File: config.mk
export PLATFORM = sky130hd
export DESIGN_NAME = fifo_flow_ctrl
export DESIGN_NICKNAME = d
export VERILOG_FILES = /design/src/rtl/fifo_flow_pkg.sv /design/src/rtl/fifo_mem_dp.sv /design/src/rtl/fifo_flow_ctrl.sv
export SDC_FILE = /design/constraint.sdc
export NUM_CORES = 1
export LEC_CHECK = 0
export CORE_MARGIN = 4
export CORE_UTILIZATION = 57
export DETAILED_ROUTE_END_ITERATION = 12
export GPL_ROUTABILITY_DRIVEN = 0
export PLACE_DENSITY = 0.8
export SYNTH_ARGS = -nofsm -noshare
export SYNTH_HDL_FRONTEND = slang
export SYNTH_HIERARCHICAL = 1
export SYNTH_SLANG_ARGS = --single-unit
export TNS_END_PERCENT = 10
File: constraint.sdc
create_clock -name clk -period 4 [get_ports clk]
set_clock_uncertainty 0.15 [all_clocks]
set_input_delay 0.4 -clock clk [delete_from_list [all_inputs] [get_ports clk]]
set_output_delay 0.4 -clock clk [all_outputs]
set_load 0.02 [all_outputs]
File: src/rtl/fifo_flow_pkg.sv
// Shared definitions for the flow-controlled FIFO.
// Contents:
//   DATA_BITS_DEF / ADDR_BITS_DEF : default word width and pointer width
//   ERR_OVF / ERR_UNF             : bit positions inside error_code_out
//   pause_state_e                 : encoding of the pause hysteresis FSM
package fifo_flow_pkg;

    localparam int DATA_BITS_DEF = 10;
    localparam int ADDR_BITS_DEF = 3;

    localparam int ERR_OVF = 0;
    localparam int ERR_UNF = 1;

    typedef enum logic {
        ST_RUN   = 1'b0,
        ST_PAUSE = 1'b1
    } pause_state_e;

endpackage

File: src/rtl/fifo_mem_dp.sv
// Dual-port storage array for the FIFO: one synchronous write port and one
// synchronous read port whose output register only loads on rd_en_i.
// Ports:
//   clk        : clock, rising edge
//   rst_ni     : asynchronous active-low reset of the read data register only
//   wr_en_i    : write strobe
//   wr_addr_i  : write address
//   wr_data_i  : write data
//   rd_en_i    : read strobe (loads rd_data_o on the next edge)
//   rd_addr_i  : read address
//   rd_data_o  : registered read data, holds when rd_en_i is low
module fifo_mem_dp #(
    parameter int DATA_BITS = 10,
    parameter int ADDR_BITS = 3
) (
    input  logic                 clk,
    input  logic                 rst_ni,
    input  logic                 wr_en_i,
    input  logic [ADDR_BITS-1:0] wr_addr_i,
    input  logic [DATA_BITS-1:0] wr_data_i,
    input  logic                 rd_en_i,
    input  logic [ADDR_BITS-1:0] rd_addr_i,
    output logic [DATA_BITS-1:0] rd_data_o
);

    localparam int DEPTH = 1 << ADDR_BITS;

    // Storage carries no reset so it can map onto block or distributed RAM.
    logic [DATA_BITS-1:0] mem_q [DEPTH];
    logic [DATA_BITS-1:0] rd_data_q;

    always_ff @(posedge clk) begin
        if (wr_en_i) begin
            mem_q[wr_addr_i] <= wr_data_i;
        end
    end

    // Read-before-write: a simultaneous read and write to the same slot (the
    // full-FIFO case) returns the old word, which is the oldest entry.
    always_ff @(posedge clk or negedge rst_ni) begin
        if (!rst_ni) begin
            rd_data_q <= '0;
        end else if (rd_en_i) begin
            rd_data_q <= mem_q[rd_addr_i];
        end
    end

    assign rd_data_o = rd_data_q;

endmodule

File: src/rtl/fifo_flow_ctrl.sv
// Synchronous FIFO with programmable watermarks, hysteretic pause output for
// upstream flow control, occupancy count and sticky overflow/underflow flags.
// Ports:
//   clk, reset (async active-low)
//   fifo_data_in, fifo_write, fifo_read : producer/consumer requests
//   high_limit, low_limit               : live pause assert/release watermarks
//   error_clr                           : synchronous clear of sticky errors
//   fifo_data_out, fifo_valid_out       : registered read data and its strobe
//   fifo_full_out, fifo_empty_out       : occupancy extremes
//   almost_full_out, almost_empty_out   : combinational watermark compares
//   pause_out                           : hysteretic flow control to producer
//   fifo_count_out                      : occupancy
//   error_fifo_out, error_code_out      : sticky error summary and causes
module fifo_flow_ctrl
    import fifo_flow_pkg::*;
#(
    parameter int DATA_BITS = DATA_BITS_DEF,
    parameter int ADDR_BITS = ADDR_BITS_DEF,
    parameter int CNT_BITS  = ADDR_BITS + 1
) (
    input  logic                 clk,
    input  logic                 reset,
    input  logic [DATA_BITS-1:0] fifo_data_in,
    input  logic                 fifo_write,
    input  logic                 fifo_read,
    input  logic [CNT_BITS-1:0]  high_limit,
    input  logic [CNT_BITS-1:0]  low_limit,
    input  logic                 error_clr,
    output logic [DATA_BITS-1:0] fifo_data_out,
    output logic                 fifo_valid_out,
    output logic                 fifo_full_out,
    output logic                 fifo_empty_out,
    output logic                 almost_full_out,
    output logic                 almost_empty_out,
    output logic                 pause_out,
    output logic [CNT_BITS-1:0]  fifo_count_out,
    output logic                 error_fifo_out,
    output logic [1:0]           error_code_out
);

    localparam int                 DEPTH     = 1 << ADDR_BITS;
    localparam logic [CNT_BITS-1:0] DEPTH_CNT = CNT_BITS'(DEPTH);

    logic [ADDR_BITS-1:0] wr_ptr_q, wr_ptr_d;
    logic [ADDR_BITS-1:0] rd_ptr_q, rd_ptr_d;
    logic [CNT_BITS-1:0]  count_q, count_d;
    logic [1:0]           err_q, err_d;
    logic                 valid_q;
    pause_state_e         state_q, state_d;

    logic full, empty, wr_ok, rd_ok, ovf, unf;

    assign full  = (count_q == DEPTH_CNT);
    assign empty = (count_q == '0);

    // A write at full is still accepted when a read frees a slot this edge.
    assign wr_ok = fifo_write & (~full | fifo_read);
    assign rd_ok = fifo_read & ~empty;
    assign ovf   = fifo_write & full & ~fifo_read;
    assign unf   = fifo_read & empty;

    always_comb begin
        wr_ptr_d = wr_ptr_q;
        rd_ptr_d = rd_ptr_q;
        if (wr_ok) wr_ptr_d = wr_ptr_q + ADDR_BITS'(1);
        if (rd_ok) rd_ptr_d = rd_ptr_q + ADDR_BITS'(1);
        count_d = count_q + CNT_BITS'(wr_ok) - CNT_BITS'(rd_ok);
    end

    // Clear first, then OR in new causes so a same-edge error survives a clear.
    always_comb begin
        err_d = error_clr ? 2'b00 : err_q;
        if (ovf) err_d[ERR_OVF] = 1'b1;
        if (unf) err_d[ERR_UNF] = 1'b1;
    end

    // Pause FSM looks at the post-edge occupancy so pause_out moves on the
    // same edge the count crosses a watermark. The assert test comes first so
    // it wins when overlapping thresholds make both conditions true.
    always_comb begin
        state_d = state_q;
        if (count_d >= high_limit) begin
            state_d = ST_PAUSE;
        end else if (count_d <= low_limit) begin
            state_d = ST_RUN;
        end
    end

    always_ff @(posedge clk or negedge reset) begin
        if (!reset) begin
            wr_ptr_q <= '0;
            rd_ptr_q <= '0;
            count_q  <= '0;
            err_q    <= 2'b00;
            valid_q  <= 1'b0;
            state_q  <= ST_RUN;
        end else begin
            wr_ptr_q <= wr_ptr_d;
            rd_ptr_q <= rd_ptr_d;
            count_q  <= count_d;
            err_q    <= err_d;
            valid_q  <= rd_ok;
            state_q  <= state_d;
        end
    end

    fifo_mem_dp #(
        .DATA_BITS (DATA_BITS),
        .ADDR_BITS (ADDR_BITS)
    ) u_mem (
        .clk       (clk),
        .rst_ni    (reset),
        .wr_en_i   (wr_ok),
        .wr_addr_i (wr_ptr_q),
        .wr_data_i (fifo_data_in),
        .rd_en_i   (rd_ok),
        .rd_addr_i (rd_ptr_q),
        .rd_data_o (fifo_data_out)
    );

    assign fifo_valid_out   = valid_q;
    assign fifo_full_out    = full;
    assign fifo_empty_out   = empty;
    assign almost_full_out  = (count_q >= high_limit);
    assign almost_empty_out = (count_q <= low_limit);
    assign pause_out        = (state_q == ST_PAUSE);
    assign fifo_count_out   = count_q;
    assign error_code_out   = err_q;
    assign error_fifo_out   = |err_q;

endmodule
==> flow_summary.yaml, run 1 <==
min_path:
  hp-class: "primary input to async pin"
clock_tree:
  path_clk_slew_ns: 0.10
  clock_sinks: 104
  htreeDepth: 3
  cts_resized: 0
  clock_latency_ns: 0.35
  cts_hold_buf: 0
  clockRootBuffer: "clkbuf_8"
  cts_buffers: 9
  cts_setup_buffers: 0
  cts_buffer_depth: 2
  cts_tree: "built"
global_routing:
  antenna_found_initial: 0
  grt_pass1_wl_um: 14400
  grt_max_degree: 41
  grt.overflow.total: 0
  grtUsageTotal: 0.193
  grt_pass1_vias: 2783
placement:
  io_buffers: 45
  dpl_cell_area_um2: 5160
  hpwl_um: 5910
  pre_cts_ws_ns: 0.442
critical_path:
  crit_fanout: 4
  cpMostUsedCell: "ha_1"
  cp_top_family: "adder cells"
  path_cells: "inv_1 > ha_1 > nor4b_2 > nand2b_4 > ha_1 > inv_1 > ha_1 > a21o_1 > a21oi_1 > xor2_1 > ha_1 > a21oi_1 > o21ai_0 > a311o_1"
  cp.arrival_ns: 3.50
  cp.required_ns: 4.09
  path_buf_inv: 2
  crit_path_end_kind: "register"
  slowest_stage: "dfrtp_1"
  critPathLaunchType: "register"
  worst_path_largest_cell_delay_ns: 0.46
  criticalPathCategory: "register to register"
power_and_ir_drop:
  swShare: 0.367
  combPwrFrac: 0.401
  p_switching_mw: 1.43
  powerDensity_nw_per_um2: 726
  seqPwrFrac: 0.428
  vdd_drop_max_v: 0.000367
  pwr-share-clk: 0.171
  leakage_nw: 2.13
  power.internal_mw: 2.47
routing:
  drc: 0
  ant_nets: 0
  wl_um: 8960
  post_drt_wl_per_cell_um: 18.9
  vias_per_cell: 5.71
  vias: 2702
  drt_iter0_drc: 182
  firstDrtPassIters: 4
synthesis:
  yosys_warnings: 6
  syn_inst: 312
  synth_top_area_share: 0.522
  yosysMostFrequentCell: "edfxtp_1"
  avgSynthCellArea_um2: 14.8
  netlist_top_cells_area: "edfxtp_1, dfrtp_1, ha_1, mux2i_1, a41o_1"
  synth_seq_cells: 104
  synth_common_cells: "edfxtp_1, mux2i_1, dfrtp_1, ha_1, inv_1"
  yosysUniqueCellTypes: 37
  netlist_area_um2: 4600
  synth_edf_count: 80
  ys_seq_area_frac: 0.652
  synth_ff_type: "edfxtp_1"
  netlist.top_cell.by_area: "edfxtp_1"
  synthArstFlopShare: 0.231
  synth.net_count: 360
die:
  start_util: 0.590
  io-pin-count: 46
  rows: 32
  dieWidth_um: 97.9
  die_h_um: 97.9
  dieArea_um2: 9580
  coreArea_um2: 7810
timing:
  grt_setup_unrepaired: "no"
  worstMarginPinSlew_ns: 1.07
  maxClockFrequency_mhz: 294
  max-slew-margin-rel: 0.286
  drv_slew: 0
  finalCritPeriodShare: 0.851
  finalHoldViolCount: 0
  setup_violations: 0
  fin_crit_ns: 3.41
  fin_tns_setup_ns: 0
  final.setup.worst_slack_ns: 0.595
cells_and_area:
  antennaDiodeCount: 0
  stdcell_area_um2: 5370
  area_growth_pct: 16.7
  multiInputGateArea_um2: 1430
  drive_gt1_frac: 0.0916
  nFillCells: 542
  seqCellArea_um2: 3000
  finalNetCount: 414
outcome:
  outcome: "complete, no violations"
flow_run:
  cap_viol_max_count: 0
==> stage by stage <==
step                      power (mW)  cells  hold WS [ns]  utilization
final                           3.90    473         0.262        0.688
after global routing            4.15    473         0.284        0.688
after CTS                       3.91    473         0.270        0.688
after detailed placement        3.25    457         0.337        0.661
after global placement          3.17    457         0.326        0.661
after floorplan                 2.72    312       -0.0456            -
==> routing by layer <==
layer | routed length, um | global-route usage | vias up
met4 | 131 | 0.0607 | 0
met5 | 0 | 0 | -
met2 | 4610 | 0.332 | 83
met1 | 3710 | 0.251 | 1339
met3 | 498 | 0.0329 | 10
li1 | - | - | 1270
==> logic make-up after synthesis <==
kind of cell | after synthesis | share of synthesized area
compound gates | 47 | 0.0777
flops | 104 | 0.652
mux | 31 | 0.0677
xor+xnor | 6 | 0.0114
buf+inv | 32 | 0.0383
fa+ha+maj | 25 | 0.0696
simple gates | 67 | 0.0832
==> flip-flops by register name, summed over array words and instances, names as in the netlist <==
register	flops
pause_out	1
fifo_count_out	4
wr_ptr_q	3
error_code_out	2
rd_ptr_q	3
u_mem/rd_data_o	10
u_mem/mem_q	80
fifo_valid_out	1
==> placed cells by master, fill, tap and decap left out, types with 9 or more instances in the layout <==
| cell type | n |
|---|---|
| buf_4 | 10 |
| inv_1 | 19 |
| and2b_1 | 9 |
| a41o_1 | 10 |
| a211o_1 | 10 |
| mux2i_1 | 30 |
| nor2_1 | 10 |
| dfrtp_1 | 23 |
| nand2_1 | 12 |
| edfxtp_1 | 80 |
| a22oi_1 | 10 |
| nor2b_1 | 12 |
| clkdlybuf4s50_1 | 45 |
| clkbuf_8 | 10 |
| ha_1 | 24 |
| nand3_1 | 10 |
==> cell type report <==
cell class | instances | share of cell area
Sequential cell | 104 | 0.559
Multi-Input combinational cell | 176 | 0.266
Timing Repair Buffer | 55 | 0.0978
Clock buffer | 10 | 0.0256
Tap cell | 102 | 0.0238
Inverter | 20 | 0.0140
Clock inverter | 6 | 0.0137
==> power groups by stage <==
stage	Combinational, mW	Sequential [mW]	Clock (mW)
2_1_floorplan	1.07	1.65	0
3_3_place_gp	1.50	1.67	0
3_5_place_dp	1.56	1.69	0
4_1_cts	1.57	1.67	0.675
5_1_grt	1.72	1.70	0.723
6_report	1.56	1.67	0.668
==> worst paths after layout <==
| kind | startpoint | endpoint | slack (ns) | cells past startpoint |
|---|---|---|---|---|
| setup / recovery | fifo_count_out[2] | pause_out | 0.59 | 14 |
| hold / removal | reset | u_mem/rd_data_o[5] | 0.26 | 2 |
| setup reg to reg | fifo_count_out[2] | pause_out | 0.59 | 14 |
| hold reg to reg | wr_ptr_q[2] | wr_ptr_q[2] | 0.37 | 1 |
| max in group asynchronous | reset | rd_ptr_q[0] | 3.16 | 2 |
| min in group clk | wr_ptr_q[2] | wr_ptr_q[2] | 0.37 | 1 |
(Power assumes the default switching activity.)
==> run 2: changes to the inputs <==
--- a/config.mk
+++ b/config.mk
@@ -9,7 +9,8 @@
 export CORE_UTILIZATION = 57
 export DETAILED_ROUTE_END_ITERATION = 12
 export GPL_ROUTABILITY_DRIVEN = 0
-export PLACE_DENSITY = 0.8
+export MAX_ROUTING_LAYER = met4
+export PLACE_DENSITY_LB_ADDON = 0.05
 export SYNTH_ARGS = -nofsm -noshare
 export SYNTH_HDL_FRONTEND = slang
 export SYNTH_HIERARCHICAL = 1
==> flow_summary.yaml, run 2 (synthesis results as in run 1) <==
die:
  start_util: 0.590
  coreArea_um2: 7810
  io-pin-count: 46
  die_h_um: 97.9
  rows: 32
  dieWidth_um: 97.9
  dieArea_um2: 9580
cells_and_area:
  drive_gt1_frac: 0.0989
  finalNetCount: 417
  regMostFlops: "u_mem/mem_q"
  nFillCells: 574
  final_common_cell: "edfxtp_1"
  antennaDiodeCount: 0
  multiInputGateArea_um2: 1430
  largest_register_ffs: 80
  seqCellArea_um2: 3000
  area_growth_pct: 16.6
  postLayoutCoreUtil: 0.688
  final_cell_mix: "edfxtp_1, clkdlybuf4s50_1, mux2i_1, ha_1, dfrtp_1"
critical_path:
  reg2reg_depth: 14
  crit_path_end_kind: "register"
  crit_fanout: 4
  cp.required_ns: 4.09
  criticalPathCategory: "register to register"
  cp.arrival_ns: 3.45
  critPathLaunchType: "register"
clock_tree:
  clockRootBuffer: "clkbuf_8"
  cts_resized: 0
  cts_buffers: 9
  cts_buffer_depth: 2
  path_clk_slew_ns: 0.11
  htreeDepth: 3
  clock_latency_ns: 0.35
  clock_sinks: 104
  cts_hold_buf: 0
  cts_setup_buffers: 0
  cts_tree: "built"
timing:
  maxClockFrequency_mhz: 298
  finalHoldViolCount: 0
  setup_violations: 0
  drv_slew: 0
  final.setup.worst_slack_ns: 0.641
  fin_crit_ns: 3.36
  worstMarginPinSlew_ns: 1.04
  finalCritPeriodShare: 0.840
  fin_tns_setup_ns: 0
  max-slew-margin-rel: 0.307
  grt_setup_unrepaired: "no"
placement:
  io_buffers: 45
  pre_cts_ws_ns: 0.412
  hpwl_um: 5950
routing:
  wl_um: 8930
  vias_per_cell: 5.64
  post_drt_wl_per_cell_um: 18.8
  ant_nets: 0
  vias: 2686
  drt_iter0_drc: 227
  firstDrtPassIters: 4
  drc: 0
global_routing:
  grt_pass1_wl_um: 14500
  grtUsageTotal: 0.202
  grt.overflow.total: 0
  antenna_found_initial: 0
  grt_pass1_vias: 2743
  grt_max_degree: 35
power_and_ir_drop:
  powerDensity_nw_per_um2: 718
  leakage_nw: 2.14
  vdd_drop_max_v: 0.000387
outcome:
  outcome: "complete, no violations"
min_path:
  hp-class: "primary input to async pin"
flow_run:
  cap_viol_max_count: 0
## run 2: cell count changes in the layout (fill, tap and decap cells not counted), sizes merged
| cell | change |
|---|---|
| buf | +3 |
| bufinv | -1 |
| clkinv | +1 |
## run 2: worst paths after layout
check                                  start                  to  slack, ns
setup / recovery           fifo_count_out[2]           pause_out       0.64
max in group asynchronous              reset         rd_ptr_q[0]       3.16
hold reg to reg                  wr_ptr_q[2]         wr_ptr_q[2]       0.38
hold / removal                         reset  u_mem/rd_data_o[4]       0.26
min in group clk                 wr_ptr_q[2]         wr_ptr_q[2]       0.38
setup reg to reg           fifo_count_out[2]           pause_out       0.64
## run 2: report_power, final
part	internal, mW	switching (mW)	leakage (nW)
clock network	0.251	0.361	0.0912
registers	1.41	0.254	1.01
logic	0.751	0.830	1.03
## run 2: final cells by class
type,count,area share
repair buffers,58,0.102
flip-flops and latches,104,0.560
clock inverters,6,0.00909
multi-input cells,176,0.266
clock buffers,10,0.0256
inverters,20,0.0140
well taps,102,0.0238
## run 2: critical path, stage by stage, from the launching register on
cell,delay (ns)
dfrtp_1,0.43
inv_1,0.12
ha_1,0.16
nor4b_2,0.23
nand2b_4,0.21
ha_1,0.14
inv_1,0.06
ha_1,0.26
a21o_1,0.15
a21oi_1,0.16
xor2_1,0.27
ha_1,0.32
a21oi_1,0.14
o21ai_0,0.10
a311o_1,0.34
## run 2: routing by layer
| metal | GRT usage | wire [um] | up-vias |
|---|---|---|---|
| li1 | - | - | 1276 |
| met1 | 0.273 | 3960 | 1333 |
| met2 | 0.323 | 4510 | 70 |
| met3 | 0.0321 | 372 | 7 |
| met4 | 0.0511 | 84 | 0 |
| met5 | - | 0 | - |
## run 2: stage by stage
| step | total power, mW | cell area [um2] | hold slack, ns | cells |
|---|---|---|---|---|
| after global placement | 3.21 | 5180 | 0.329 | 460 |
| final | 3.86 | 5370 | 0.255 | 476 |
| after CTS | 3.88 | 5370 | 0.256 | 476 |
| after floorplan | 2.72 | 4600 | -0.0456 | 312 |
| after global routing | 4.13 | 5370 | 0.265 | 476 |
| after detailed placement | 3.28 | 5180 | 0.334 | 460 |
